File: config.mk
export PLATFORM = sky130hd
export DESIGN_NAME = alu_exec
export DESIGN_NICKNAME = d
export VERILOG_FILES = /design/src/rtl/alu_exec.sv
export SDC_FILE = /design/constraint.sdc
export NUM_CORES = 1
export LEC_CHECK = 0
export ABC_CLOCK_PERIOD_IN_PS = 1200
export BUFFER_PORTS_ARGS = -buffer_cell sky130_fd_sc_hd__clkbuf_2
export CORE_ASPECT_RATIO = 1.75
export CORE_MARGIN = 2
export CORE_UTILIZATION = 54
export CTS_CLUSTER_SIZE = 12
export DETAILED_ROUTE_END_ITERATION = 8
export HOLD_SLACK_MARGIN = 0.15
export PLACE_DENSITY_LB_ADDON = 0.25
export SLEW_MARGIN = 30
export SYNTH_ARGS = -nofsm -noshare
export SYNTH_HDL_FRONTEND = slang
export SYNTH_SLANG_ARGS = --single-unit
File: constraint.sdc
create_clock -name clk -period 1.2 [get_ports clk]
set_clock_uncertainty 0.05 [all_clocks]
set_input_delay 0.24 -clock clk [delete_from_list [all_inputs] [get_ports clk]]
set_output_delay 0.24 -clock clk [all_outputs]
set_load 0.01 [all_outputs]
File: src/rtl/alu_exec.sv
// alu_exec: single-lane integer execution unit returning a registered RS writeback packet.
// Define ALU_MUL_EN to build the iterative shift-add multiplier (MUL state, counter, drop_err).

`ifndef RS_WIDTH
`define RS_WIDTH   127
`define RS_DATA1   126:95
`define RS_DATA2   94:63
`define RS_IMM     62:31
`define RS_RD      30:25
`define RS_RDY1    24
`define RS_RDY2    23
`define RS_OPCODE  22:16
`define RS_FUNCT3  15:13
`define RS_CSIGS   12:6
`define RS_ROB     5:0
`endif

`ifndef ALU_WIDTH
`define ALU_WIDTH  39
`define ALU_READY  38
`define ALU_REG    37:32
`define ALU_RESULT 31:0
`endif

module alu_exec #(
    parameter int unsigned PREG_WIDTH = 6,
    parameter int unsigned MUL_CYCLES = 32
) (
    input  logic                  clk,
    input  logic                  rst_n,
    input  logic                  in_valid,
    input  logic [`RS_WIDTH-1:0]  in_entry,
    output logic [`ALU_WIDTH-1:0] wb_out,
    output logic [5:0]            wb_rob,
    output logic                  fu_free,
    output logic                  drop_err
);

    localparam logic [6:0] OP_REG = 7'b0110011;
    localparam logic [6:0] OP_IMM = 7'b0010011;
    localparam logic [6:0] OP_LUI = 7'b0110111;

    logic [31:0]           w_a;
    logic [31:0]           w_b;
    logic [31:0]           w_imm;
    logic [31:0]           w_result;
    logic [6:0]            w_opcode;
    logic [6:0]            w_csigs;
    logic [2:0]            w_funct3;
    logic [PREG_WIDTH-1:0] w_rd;
    logic [5:0]            w_rob;
    logic                  w_issue;
    logic                  w_unused;
    logic [`ALU_WIDTH-1:0] r_wb;
    logic [5:0]            r_wb_rob;

    assign w_opcode = in_entry[`RS_OPCODE];
    assign w_funct3 = in_entry[`RS_FUNCT3];
    assign w_csigs  = in_entry[`RS_CSIGS];
    assign w_rd     = in_entry[`RS_RD];
    assign w_rob    = in_entry[`RS_ROB];
    assign w_imm    = in_entry[`RS_IMM];
    assign w_a      = in_entry[`RS_DATA1];
    assign w_b      = (w_opcode == OP_REG) ? in_entry[`RS_DATA2] : w_imm;

    // Operand-ready bits are guaranteed set by the RS at issue, so they are not consulted.
    assign w_unused = ^{in_entry[`RS_RDY1], in_entry[`RS_RDY2], w_csigs, 1'(MUL_CYCLES)};

    always_comb begin
        w_result = '0;
        if (w_opcode == OP_REG || w_opcode == OP_IMM) begin
            case (w_funct3)
                3'b000: w_result = w_csigs[6] ? (w_a - w_b) : (w_a + w_b);
                3'b001: w_result = w_a << w_b[4:0];
                3'b010: w_result = {31'b0, ($signed(w_a) < $signed(w_b))};
                3'b011: w_result = {31'b0, (w_a < w_b)};
                3'b100: w_result = w_a ^ w_b;
                3'b101: w_result = w_csigs[6] ? 32'($signed(w_a) >>> w_b[4:0]) : (w_a >> w_b[4:0]);
                3'b110: w_result = w_a | w_b;
                3'b111: w_result = w_a & w_b;
                default: w_result = '0;
            endcase
        end else if (w_opcode == OP_LUI) begin
            w_result = w_imm;
        end
    end

`ifdef ALU_MUL_EN
    // Each iteration consumes MUL_K multiplier bits so any MUL_CYCLES in 1..32 covers 32 bits.
    localparam int unsigned MUL_K = (32 + MUL_CYCLES - 1) / MUL_CYCLES;

    typedef enum logic {
        S_IDLE,
        S_MUL
    } state_t;

    state_t                r_state;
    state_t                w_state_nxt;
    logic [4:0]            r_cnt;
    logic [31:0]           r_mcand;
    logic [31:0]           r_mplier;
    logic [31:0]           r_acc;
    logic [31:0]           w_acc_step;
    logic [PREG_WIDTH-1:0] r_mul_rd;
    logic [5:0]            r_mul_rob;
    logic                  r_drop;
    logic                  w_is_mul;
    logic                  w_accept_mul;
    logic                  w_mul_done;

    assign w_is_mul     = (w_opcode == OP_REG) && (w_funct3 == 3'b000) && w_csigs[5];
    assign w_accept_mul = in_valid && (r_state == S_IDLE) && w_is_mul;
    assign w_issue      = in_valid && (r_state == S_IDLE) && !w_is_mul;
    assign w_mul_done   = (r_state == S_MUL) && (r_cnt == 5'(MUL_CYCLES - 1));
    assign drop_err     = r_drop;

    always_comb begin
        w_state_nxt = r_state;
        fu_free     = 1'b0;
        case (r_state)
            S_IDLE: begin
                fu_free = !(in_valid && w_is_mul);
                if (in_valid && w_is_mul) begin
                    w_state_nxt = S_MUL;
                end
            end
            S_MUL: begin
                if (w_mul_done) begin
                    w_state_nxt = S_IDLE;
                end
            end
            default: w_state_nxt = S_IDLE;
        endcase
    end

    always_comb begin
        w_acc_step = r_acc;
        for (int unsigned i = 0; i < MUL_K; i++) begin
            if (r_mplier[5'(i)]) begin
                w_acc_step = w_acc_step + (r_mcand << i);
            end
        end
    end

    always_ff @(posedge clk or negedge rst_n) begin
        if (!rst_n) begin
            r_state   <= S_IDLE;
            r_cnt     <= '0;
            r_mcand   <= '0;
            r_mplier  <= '0;
            r_acc     <= '0;
            r_mul_rd  <= '0;
            r_mul_rob <= '0;
            r_drop    <= 1'b0;
        end else begin
            r_state <= w_state_nxt;
            if (w_accept_mul) begin
                r_cnt     <= '0;
                r_acc     <= '0;
                r_mcand   <= w_a;
                r_mplier  <= w_b;
                r_mul_rd  <= w_rd;
                r_mul_rob <= w_rob;
            end else if (r_state == S_MUL) begin
                r_cnt    <= w_mul_done ? 5'd0 : (r_cnt + 5'd1);
                r_acc    <= w_acc_step;
                r_mcand  <= r_mcand << MUL_K;
                r_mplier <= r_mplier >> MUL_K;
                if (in_valid) begin
                    r_drop <= 1'b1;
                end
            end
        end
    end
`else
    assign w_issue  = in_valid;
    assign fu_free  = 1'b1;
    assign drop_err = 1'b0;
`endif

    always_ff @(posedge clk or negedge rst_n) begin
        if (!rst_n) begin
            r_wb     <= '0;
            r_wb_rob <= '0;
        end else if (w_issue) begin
            r_wb[`ALU_READY]  <= 1'b1;
            r_wb[`ALU_REG]    <= w_rd;
            r_wb[`ALU_RESULT] <= w_result;
            r_wb_rob          <= w_rob;
        end
`ifdef ALU_MUL_EN
        else if (w_mul_done) begin
            r_wb[`ALU_READY]  <= 1'b1;
            r_wb[`ALU_REG]    <= r_mul_rd;
            r_wb[`ALU_RESULT] <= w_acc_step;
            r_wb_rob          <= r_mul_rob;
        end
`endif
        else begin
            r_wb[`ALU_READY] <= 1'b0;
        end
    end

    assign wb_out = r_wb;
    assign wb_rob = r_wb_rob;

endmodule

==> results.md, run 1 <==
- Outcome: did not finish
- Last step reached: 5_1_grt
- Err: [ERROR GRT-0116] Global routing finished with congestion. Check the congestion regions in the DRC Viewer.
- Master cell of the clock root buffer: clkbuf_16
- Worst setup timing slack at the placement stage: -3.007 ns
- I/O pin cnt: 177
- Starting density of the core: 54.96%
- Syn Std Cell Area: 0.01150 sq mm
- Synth async-reset ratio: 100.0%
- Number of synthesis warnings: 0
- Syn Area/Cell: 6.720 sq um
- Commonest register cell after synthesis: dfrtp_1
- RePlAce Congestion: 1.456
- Placed instance count: approximately 2600
- Detailed-placement wirelength estimate: around 55000 um
- Largest net degree at the start of global routing: 61
- Synth Instances: between 1500 and 2000
- Count of buffers inserted at the top-level ports: 166
- Sequential cell area fraction in the yosys report: 9.788%
- Core Rows: 70
- Total GRT Usage: 88.16%
- Vias in the first global route: 24118
- Syn Nets: 1934
- Clock Tree Buf Depth: 2
- Total gr overflow: 906
- Number of sinks handled by clock tree synthesis: 45
- Flop and latch count out of synthesis: 45
- Clock buffer count from CTS: 5
- Die width: around 110 um
- Die Y-Extent: 197.1 um
- Number of different library cells in the post-synthesis netlist: 99
- Global-route wire length before repair: around 160000 um
- CTS H-Tree Depth: 2
- Number of enable flip-flop cells after synthesis: 0
==> cell usage after synthesis, drive strengths merged (23+ instances only) <==
master	count	share of area [%]
a211oi	40	2.7
a21oi	177	7.7
a221oi	33	2.5
a31oi	23	1.3
buf	60	2.9
clkbuf	74	2.4
dfrtp	45	9.8
ha	91	9.9
inv	97	3.2
mux2	48	4.7
mux2i	26	2.3
nand2	161	5.3
nand3	73	3.4
nor2	159	5.3
nor3	44	1.9
o211ai	23	1.6
o21ai	160	7.0
o22ai	24	1.3
==> cell families after synthesis <==
| family | after synthesis | share of synthesized area, % |
|---|---|---|
| compound gates | 697 | 40.03 |
| xor+xnor | 26 | 1.979 |
| fa+ha+maj | 92 | 10.07 |
| buf+inv | 235 | 8.613 |
| flops | 45 | 9.788 |
| mux | 75 | 7.221 |
| other cells | 2 | 0.06528 |
| simple gates | 540 | 22.23 |
==> repair_timing <==
item	CTS
hold endpoints to repair	57
hold buffers	13
endpoints found under the setup margin	39
setup buffers	25
pin swaps	74
gates cloned	4
gates resized for setup	218
==> routing by layer <==
metal	GRT overflow	GRT usage, %
met1	13	82.70
met2	608	108.5
met4	274	97.88
met3	11	68.76
met5	0	38.16
==> through the flow <==
| stage | area [sq um] | TNS (ns) | util (%) |
|---|---|---|---|
| 3_3_place_gp | 17020 | -77.37 | 81.29 |
| 2_1_floorplan | 11920 | -66.12 | - |
| 4_1_cts | 18540 | -64.44 | 88.56 |
| 3_5_place_dp | 17020 | -81.80 | 81.29 |
==> run 2: changes to the inputs <==
--- a/config.mk
+++ b/config.mk
@@ -7,13 +7,10 @@
 export LEC_CHECK = 0
 export ABC_CLOCK_PERIOD_IN_PS = 1200
 export BUFFER_PORTS_ARGS = -buffer_cell sky130_fd_sc_hd__clkbuf_2
-export CORE_ASPECT_RATIO = 1.75
 export CORE_MARGIN = 2
-export CORE_UTILIZATION = 54
-export CTS_CLUSTER_SIZE = 12
+export CORE_UTILIZATION = 39
 export DETAILED_ROUTE_END_ITERATION = 8
-export HOLD_SLACK_MARGIN = 0.15
-export PLACE_DENSITY_LB_ADDON = 0.25
+export PLACE_DENSITY_LB_ADDON = 0.15
 export SLEW_MARGIN = 30
 export SYNTH_ARGS = -nofsm -noshare
 export SYNTH_HDL_FRONTEND = slang
==> run 2 against run 1 <==
- the flow now finishes, with violations (setup timing)
- area after synthesis stayed put
- synthesized cell count stayed put
==> results.md, run 2 <==
- Worst setup timing slack at the placement stage: -2.888 ns (was -3.007 ns)
- Master cell of the clock root buffer: clkbuf_16 (unchanged)
- Final worst hold slack: between 0.1 and 0.15 ns
- Signal arrival time at the worst endpoint: 3.92 ns
- Vias in the first global route: ~17000
- Global-route wire length before repair: 110600 um
- Commonest register cell after synthesis: dfrtp_1 (unchanged)
- Clock Tree Buf Depth: 2 (unchanged)
- Sequential cell area fraction in the yosys report: 9.788% (unchanged)
- Fraction of the core area covered by cells at the end of the flow: 67.60%
- Reg2Reg Launch Point: wb_out[27]$_DFFE_PN0P_
- Core Rows: 62 (was 70)
- Largest net degree at the start of global routing: 61
- Type of element capturing the critical path: flip-flop
- Flop and latch count out of synthesis: 45 (unchanged)
- Detailed-placement wirelength estimate: 63510 um (was 55480 um)
- Number of enable flip-flop cells after synthesis: 0 (unchanged)
- Class of the tightest hold or removal check: input pin to flip-flop
- Total GRT Usage: 48.29%
- Synth Instances: 1712 (unchanged)
- CTS H-Tree Depth: 2 (unchanged)
- Endpoints failing setup: 49
- Leak: between 0.009 and 0.01 uW
- Dominant cells by area after synthesis: ha_1 (9.9%), dfrtp_1 (9.8%), a21oi_1 (7.7%) (unchanged)
- Total detailed-routing wirelength: 79500 um
- Number of synthesis warnings: 0 (unchanged)
- Full die area: between 0.03 and 0.04 sq mm
- Die Y-Extent: 175.8 um (was 197.1 um)
- RePlAce Congestion: 1.124 (was 1.456)
- Min setup slack post-route: -2.597 ns
- Hold Path Stages: 2
- Worst R2R Path Depth: 5
- Outcome: finished, violations left (was did not finish)
- Count of vias placed by the detailed router: 18393
- Period utilization: 316.4%
- Post-route antenna net violation count: 0
- Syn Std Cell Area: 0.01150 sq mm (unchanged)
- Clock buffer count from CTS: 5 (unchanged)
- Via-per-instance ratio: 6.532
- Syn Area/Cell: 6.720 sq um (unchanged)
- Starting density of the core: 39.87% (was 54.96%)
- Worst-margin pin slew: ~0.76 ns
- Peak per-stage delay on the critical path: about 0.56 ns
- Layout overhead on the synthesized area: 69.56%
- Number of antenna violations at the first check in global routing: 4
- Minimum clock period after layout: 3.797 ns
- Total gr overflow: 0
- Synth async-reset ratio: 100.0% (unchanged)
- Summed negative setup slack over all endpoints: -73.98 ns
- Largest register FFs: 39
- Crit-path leading delay family: simple AND/OR/NAND/NOR gates
- Max-cap violations: 0
- Commonest non-fill, non-tap cell in the layout: buf_4
- I/O pin cnt: 177 (unchanged)
- Worst reg2reg endpoint: wb_out[27]$_DFFE_PN0P_
- Top-area cell type share of the netlist area: 9.897% (unchanged)
- Max Slew Vio Count: 0
- Worst hold path startpoint: in_entry[2]
- Setup repair after global routing missed its margin: yes
- Detailed Routing Iterations Pass 1: 6
- Proportion of layout cells with a drive suffix above 1: 48.23%
- Insertion delay of the later-clocked pin in the worst-skew pair: 0.31 ns
- Combined buffer and inverter count along the critical path: 4
- Data required time of the worst path: 1.33 ns
- Die width: 175.8 um (was 114.3 um)
- IR Drop Worst-Case VDD: 0.0005185 V
- Most frequent cells in the layout: buf_4 (624), clkbuf_2 (159), nand2_1 (150)
- Cell chain of the critical path: buf_6 -> and4bb_4 -> nand2_8 -> mux2_4 -> inv_4 -> ha_4 -> or3_4 -> or4_4 -> buf_6 -> inv_2 -> o31ai_2 -> o311a_1 -> a2111o_1 -> o221a_2 -> xor2_1 -> a221oi_2 -> a211oi_2
- Worst-case register-to-register setup slack: -0.16 ns
- Worst Setup Start Kind: input pin
- Number of different library cells in the post-synthesis netlist: 99 (unchanged)
- Number of sinks handled by clock tree synthesis: 45 (unchanged)
- Most numerous cell in the Yosys netlist: a21oi_1 (unchanged)
- F_max: roughly 260 MHz
- Total stage count of the critical path: 17
- Top cells by count, synth: a21oi_1 (177), nand2_1 (159), nor2_1 (156), o21ai_0 (146), inv_1 (92) (unchanged)
- Area of the core: 0.02886 sq mm
- Max_slew headroom: 48.92%
- Count of buffers inserted at the top-level ports: 166 (unchanged)
- CP most frequent cell: buf_6
- Syn Nets: 1934 (unchanged)
- Type of the setup path with the least slack: input pin to flip-flop
- Power per unit of standard cell area: 631.3 mW/mm^2
- Post-DR wirelength/cell: 28.23 um
- Clock edge transition at the registers on the reported setup and hold paths: 0.07 ns
- Slowest-stage cell, CP: or4_4
- Post-Layout Inst Area: 0.01951 sq mm
- Final layout net count: 2652
- Critical Path Fanout Max: 5
- Violations in the final reports: setup timing
- Post-placement cell area: 0.01742 sq mm (was 0.01702 sq mm)
- Number of design rule violations left after detail routing: 0
- WHS Endpoint: wb_rob[2]$_DFFE_PN0P_
- Fin. Hold Viols: 0
- Drt initial violations: 2739
- TritonCTS clock tree: built
- Library cell with the largest summed area after synthesis: ha_1 (unchanged)
==> run 2: worst register-to-register path: stages (launching register included) <==
cell,delay [ns]
dfrtp_1,0.40
a21oi_1,0.26
inv_1,0.10
and3_1,0.20
a22oi_2,0.15
o41ai_2,0.09
==> run 2: worst max path at each step <==
stage                       from  slack (ns)                     end
floorplan           in_entry[18]       -2.66  wb_out[30]$_DFFE_PN0P_
global placement    in_entry[18]       -2.76  wb_out[29]$_DFFE_PN0P_
detailed placement  in_entry[18]       -2.89  wb_out[31]$_DFFE_PN0P_
CTS                 in_entry[19]       -2.46  wb_out[30]$_DFFE_PN0P_
global route        in_entry[18]       -2.62  wb_out[25]$_DFFE_PN0P_
finish              in_entry[18]       -2.60  wb_out[30]$_DFFE_PN0P_
==> run 2: layout make-up <==
class                      instances  area, sq um
inverter                         101        397.9
tap                              384        480.5
clock inverter                     2        35.03
antenna                            2        5.005
clock buffer                       5        125.1
multi-input combinational       1433        10960
sequential                        45         1132
fill                            2443         9350
timing repair buffer             844         6375
==> run 2: metal layers <==
metal / vias up / track usage, % / share of wire (%)
met1: 8585 / 61.05 / 37
met3: 369 / 15.35 / 14
met2: 1570 / 70.62 / 40
li1: 7869 / - / -
met4: 0 / 30.89 / 8.7
met5: - / 0 / 0
==> run 2: metrics by stage <==
| step | instances | total power, uW |
|---|---|---|
| 2_1_floorplan | 1712 | 5184 |
| 3_3_place_gp | 2757 | 9158 |
| 3_5_place_dp | 2757 | 9224 |
| 4_1_cts | 2779 | 11200 |
| 5_1_grt | 2814 | 12660 |
| 6_report | 2816 | 12320 |
==> run 2: what timing repair did <==
| action | CTS | global route |
|---|---|---|
| setup buffers | 13 | 37 |
| pin swaps | 43 | 92 |
| endpoints found under the hold margin | 45 | 0 |
| resized for setup | 133 | 201 |
| setup endpoints to repair | 48 | 48 |
| hold buffers | 1 | 0 |
| cloned | 1 | 4 |
==> run 2: logic make-up after synthesis <==
| family | after synthesis | share of synthesized area (%) |
|---|---|---|
| compound gates | 697 | 40.03 |
| xor+xnor | 26 | 1.979 |
| fa+ha+maj | 92 | 10.07 |
| buf+inv | 235 | 8.613 |
| flops | 45 | 9.788 |
| mux | 75 | 7.221 |
| other cells | 2 | 0.06528 |
| simple gates | 540 | 22.23 |
==> run 2: report_power, final <==
group / internal [uW] / total (uW) / switching (uW)
sequential: 1600 / 1660 / 62.1
clock: 971 / 1660 / 688
combinational: 3920 / 8990 / 5070
total: 6490 / 12300 / 5820
Note: power is estimated with default switching activity, not from simulation.
==> run 3: changes to the inputs <==
--- a/config.mk
+++ b/config.mk
@@ -5,12 +5,14 @@
 export SDC_FILE = /design/constraint.sdc
 export NUM_CORES = 1
 export LEC_CHECK = 0
+export ABC_AREA = 1
 export ABC_CLOCK_PERIOD_IN_PS = 1200
 export BUFFER_PORTS_ARGS = -buffer_cell sky130_fd_sc_hd__clkbuf_2
 export CORE_MARGIN = 2
 export CORE_UTILIZATION = 39
 export DETAILED_ROUTE_END_ITERATION = 8
 export PLACE_DENSITY_LB_ADDON = 0.15
+export SETUP_SLACK_MARGIN = 0.4
 export SLEW_MARGIN = 30
 export SYNTH_ARGS = -nofsm -noshare
 export SYNTH_HDL_FRONTEND = slang
==> run 3 against run 2 <==
- the flow still finishes with violations (setup timing)
- final area increased by 7.1%
- non-clock buffer count decreased by 7
- register-to-register slack improved by 0.41 ns
- critical path type unchanged
- largest power group unchanged
==> results.md, run 3 <==
- Detailed-placement wirelength estimate: 54520 um (was 63510 um)
- Die width: 180.9 um (was 175.8 um)
- Area of the core: 0.03067 sq mm (was 0.02886 sq mm)
- Top cells by count, synth: nand2_1 (722), nand3_1 (300), inv_1 (282), nor2_1 (175), a21oi_1 (140) (was a21oi_1 (177), nand2_1 (159), nor2_1 (156), o21ai_0 (146), inv_1 (92))
- Class of the tightest hold or removal check: input pin to flip-flop (unchanged)
- Type of the setup path with the least slack: input pin to flip-flop (unchanged)
- Library cell with the largest summed area after synthesis: nand2_1 (was ha_1)
- Fillers: 2777 (was 2443)
- Proportion of layout cells with a drive suffix above 1: 44.19% (was 48.23%)
- Worst-margin pin slew: 0.5920 ns (was 0.7603 ns)
- Most numerous cell in the Yosys netlist: nand2_1 (was a21oi_1)
- Top-area cell type share of the netlist area: 22.21% (was 9.897%)
- Master cell of the clock root buffer: clkbuf_16 (unchanged)
- Minimum clock period after layout: 2.980 ns (was 3.797 ns)
- Synth Instances: 2289 (was 1712)
- Count of buffers inserted at the top-level ports: 166 (unchanged)
- CTS H-Tree Depth: 2 (unchanged)
- Number of different library cells in the post-synthesis netlist: 58 (was 99)
- Core Rows: 64 (was 62)
- Setup repair after global routing missed its margin: yes (unchanged)
- Die Y-Extent: 180.9 um (was 175.8 um)
- Max Slew Vio Count: 0 (unchanged)
- Total gr overflow: 0 (unchanged)
- Total GRT Usage: 40.84% (was 48.29%)
- Post-route antenna net violation count: 0 (unchanged)
- Signal arrival time at the worst endpoint: 3.15 ns (was 3.92 ns)
- Launch point of the critical path: in_entry[18] (unchanged)
- Post-Layout Inst Area: 0.02089 sq mm (was 0.01951 sq mm)
- Endpoints failing setup: 33 (was 49)
- Clock edge transition at the registers on the reported setup and hold paths: 0.07 ns (about the same)
- Number of synthesis warnings: 0 (unchanged)
- F_max: 335.6 MHz (was 263.3 MHz)
- Vias in the first global route: 17865 (was 17028)
- Post-placement cell area: 0.01788 sq mm (was 0.01742 sq mm)
- Number of antenna violations at the first check in global routing: 1 (was 4)
- Most frequent cells in the layout: nand2_1 (620), buf_4 (599), nand3_1 (251) (was buf_4 (624), clkbuf_2 (159), nand2_1 (150))
- Worst hold path startpoint: in_entry[30] (was in_entry[2])
- Peak per-stage delay on the critical path: 0.28 ns (was 0.56 ns)
- Min setup slack post-route: -1.780 ns (was -2.597 ns)
- CP most frequent cell: nand2_1 (was buf_6)
- Share of total power in sequential cells: 13.0% (was 13.5%)
- Worst Setup Start Kind: input pin (unchanged)
- Period utilization: 248.3% (was 316.4%)
- Type of element capturing the critical path: flip-flop (unchanged)
- Commonest register cell after synthesis: dfrtp_1 (unchanged)
- Sequential cell area fraction in the yosys report: 9.227% (was 9.788%)
- Final worst hold slack: 0.06638 ns (was 0.1194 ns)
- Insertion delay of the later-clocked pin in the worst-skew pair: 0.33 ns (was 0.31 ns)
- Syn Nets: 2511 (was 1934)
- Final layout net count: 3235 (was 2652)
- Largest register FFs: 39 (unchanged)
- Multi-input gate area: 0.01133 sq mm (was 0.01096 sq mm)
- Overall power: 12510 uW (was 12320 uW)
- TritonCTS clock tree: built (unchanged)
- Full die area: 0.03272 sq mm (was 0.03089 sq mm)
- Data required time of the worst path: 1.37 ns (was 1.33 ns)
- Max_slew headroom: 60.49% (was 48.92%)
- IR Drop Worst-Case VDD: 0.0005632 V (was 0.0005185 V)
- Max-cap violations: 0 (unchanged)
- Slowest-stage cell, CP: a21oi_1 (was or4_4)
- Syn Area/Cell: 5.332 sq um (was 6.720 sq um)
- Flop and latch count out of synthesis: 45 (unchanged)
- Outcome: finished, violations left (unchanged)
- Layout overhead on the synthesized area: 71.20% (was 69.56%)
- Critical Path Fanout Max: 9 (was 5)
- Clock buffer count from CTS: 5 (unchanged)
- Violations in the final reports: setup timing (unchanged)
- Via-per-instance ratio: 5.591 (was 6.532)
- Area occupied by registers: 0.001126 sq mm (was 0.001132 sq mm)
- Synth async-reset ratio: 100.0% (unchanged)
- Placed instance count: 3294 (was 2757)
- I/O pin cnt: 177 (unchanged)
- Global-route wire length before repair: 103200 um (was 110600 um)
- Total detailed-routing wirelength: 70690 um (was 79500 um)
- Leak: 0.01092 uW (was 0.009165 uW)
- Cell internal power dissipation: 6436 uW (was 6491 uW)
- Combinational share of power: 74.5% (was 73.0%)
- RePlAce Congestion: 1.022 (was 1.124)
- Share of total power consumed by net switching: 48.57% (was 47.29%)
- Number of sinks handled by clock tree synthesis: 45 (unchanged)
- Reg2Reg Launch Point: wb_out[1]$_DFFE_PN0P_ (was wb_out[27]$_DFFE_PN0P_)
- Switching power: 6078 uW (was 5824 uW)
- Clock Tree Buf Depth: 2 (unchanged)
- Count of vias placed by the detailed router: 19066 (was 18393)
- Largest net degree at the start of global routing: 64 (was 61)
- Starting density of the core: 39.79% (was 39.87%)
- Fin. Hold Viols: 0 (unchanged)
- Inserted Diodes: 0 (was 2)
- Power per unit of standard cell area: 598.9 mW/mm^2 (was 631.3 mW/mm^2)
- Dominant cells by area after synthesis: nand2_1 (22%), nand3_1 (12%), ha_1 (9.3%) (was ha_1 (9.9%), dfrtp_1 (9.8%), a21oi_1 (7.7%))
- Syn Std Cell Area: 0.01220 sq mm (was 0.01150 sq mm)
- Post-DR wirelength/cell: 20.73 um (was 28.23 um)
- Finished Layout Cells: 3410 (was 2816)
- Drt initial violations: 2053 (was 2739)
- Number of enable flip-flop cells after synthesis: 0 (unchanged)
- Number of design rule violations left after detail routing: 0 (unchanged)
- Part of the power in the clock network: 12.6% (was 13.5%)
- Commonest non-fill, non-tap cell in the layout: nand2_1 (was buf_4)
- Detailed Routing Iterations Pass 1: 7 (was 6)
==> run 3: changes by cell type in the layout (fill, tap and decap cells not counted), sizes merged, moves of 23 or more <==
cell / delta
a211oi: -37
a21oi: -33
a221oi: -23
inv: +199
mux2: -48
mux2i: -24
nand2: +595
nand3: +236
==> run 3: metrics by stage <==
step                setup TNS [ns]  utilization (%)  worst slack [ns]
finish                      -50.55            68.13            -1.780
global route                -54.90            68.13            -1.914
CTS                         -47.98            64.44            -1.652
detailed placement          -66.66            58.30            -2.281
global placement            -65.50            58.30            -2.272
floorplan                   -48.01                -            -1.745
==> run 3: power groups by stage <==
| stage | combinational, uW | sequential, uW | clock, uW |
|---|---|---|---|
| detailed placement | 7480 | 1650 | 0 |
| global placement | 7430 | 1650 | 0 |
| finish | 9320 | 1620 | 1570 |
| CTS | 8400 | 1620 | 1590 |
| global route | 9910 | 1630 | 1660 |
| floorplan | 3910 | 1680 | 0 |
==> run 3: what timing repair did <==
item | 4_1_cts | 5_1_grt
hold buffers | 1 | 0
pin swaps | 86 | 71
buffers inserted | 57 | 40
endpoints found under the setup margin | 77 | 107
endpoints found under the hold margin | 45 | 0
cloned | 7 | 3
resized for setup | 273 | 222
==> run 3: cell families (layout without fill, tap and decap cells) <==
group / Yosys count / in the layout / synth area share [%]
AO/OA/AOI/OAI: 420 / 420 / 19.76
XOR/XNOR: 8 / 8 / 0.5741
adder cells (fa/ha/maj): 92 / 92 / 9.494
buffers and inverters: 416 / 1141 / 14.40
flip-flops: 45 / 45 / 9.227
multiplexers: 2 / 2 / 0.2665
other: 2 / 2 / 0.06154
AND/OR/NAND/NOR: 1304 / 1304 / 46.22
==> run 3: critical path, delay by kind of cell <==
kind	cells	cell delay [ns]
AOI/OAI and AO/OA	5	0.78
buffers and inverters	9	1.05
and+or+nand+nor	12	0.85
adders and majority gates	1	0.21
==> run 3: worst paths after layout <==
check / to / cells past startpoint / slack [ns]
max in group asynchronous: wb_out[20]$_DFFE_PN0P_ / 3 / 0.45
min in group asynchronous: wb_out[16]$_DFFE_PN0P_ / 3 / 0.45
hold reg to reg: wb_out[36]$_DFFE_PN0P_ / 2 / 0.43
hold / removal: wb_out[37]$_DFFE_PN0P_ / 3 / 0.07
setup / recovery: wb_out[26]$_DFFE_PN0P_ / 27 / -1.78
setup reg to reg: wb_out[1]$_DFFE_PN0P_ / 4 / 0.25
==> run 3: cell type report <==
class,instances,share of cell area (%)
clock buffer,5,0.5988
clock inverter,3,0.1198
inverter,296,5.587
multi-input combinational,1828,54.24
sequential,45,5.390
tap,396,2.371
timing repair buffer,837,31.69
==> run 3: layer usage <==
metal / up-vias / wire length (um) / global-route usage [%]
li1: 8914 / - / -
met1: 8873 / 28610 / 52.47
met2: 1037 / 31170 / 65.60
met3: 240 / 6082 / 6.087
met4: 2 / 4809 / 22.35
met5: - / 12 / 0
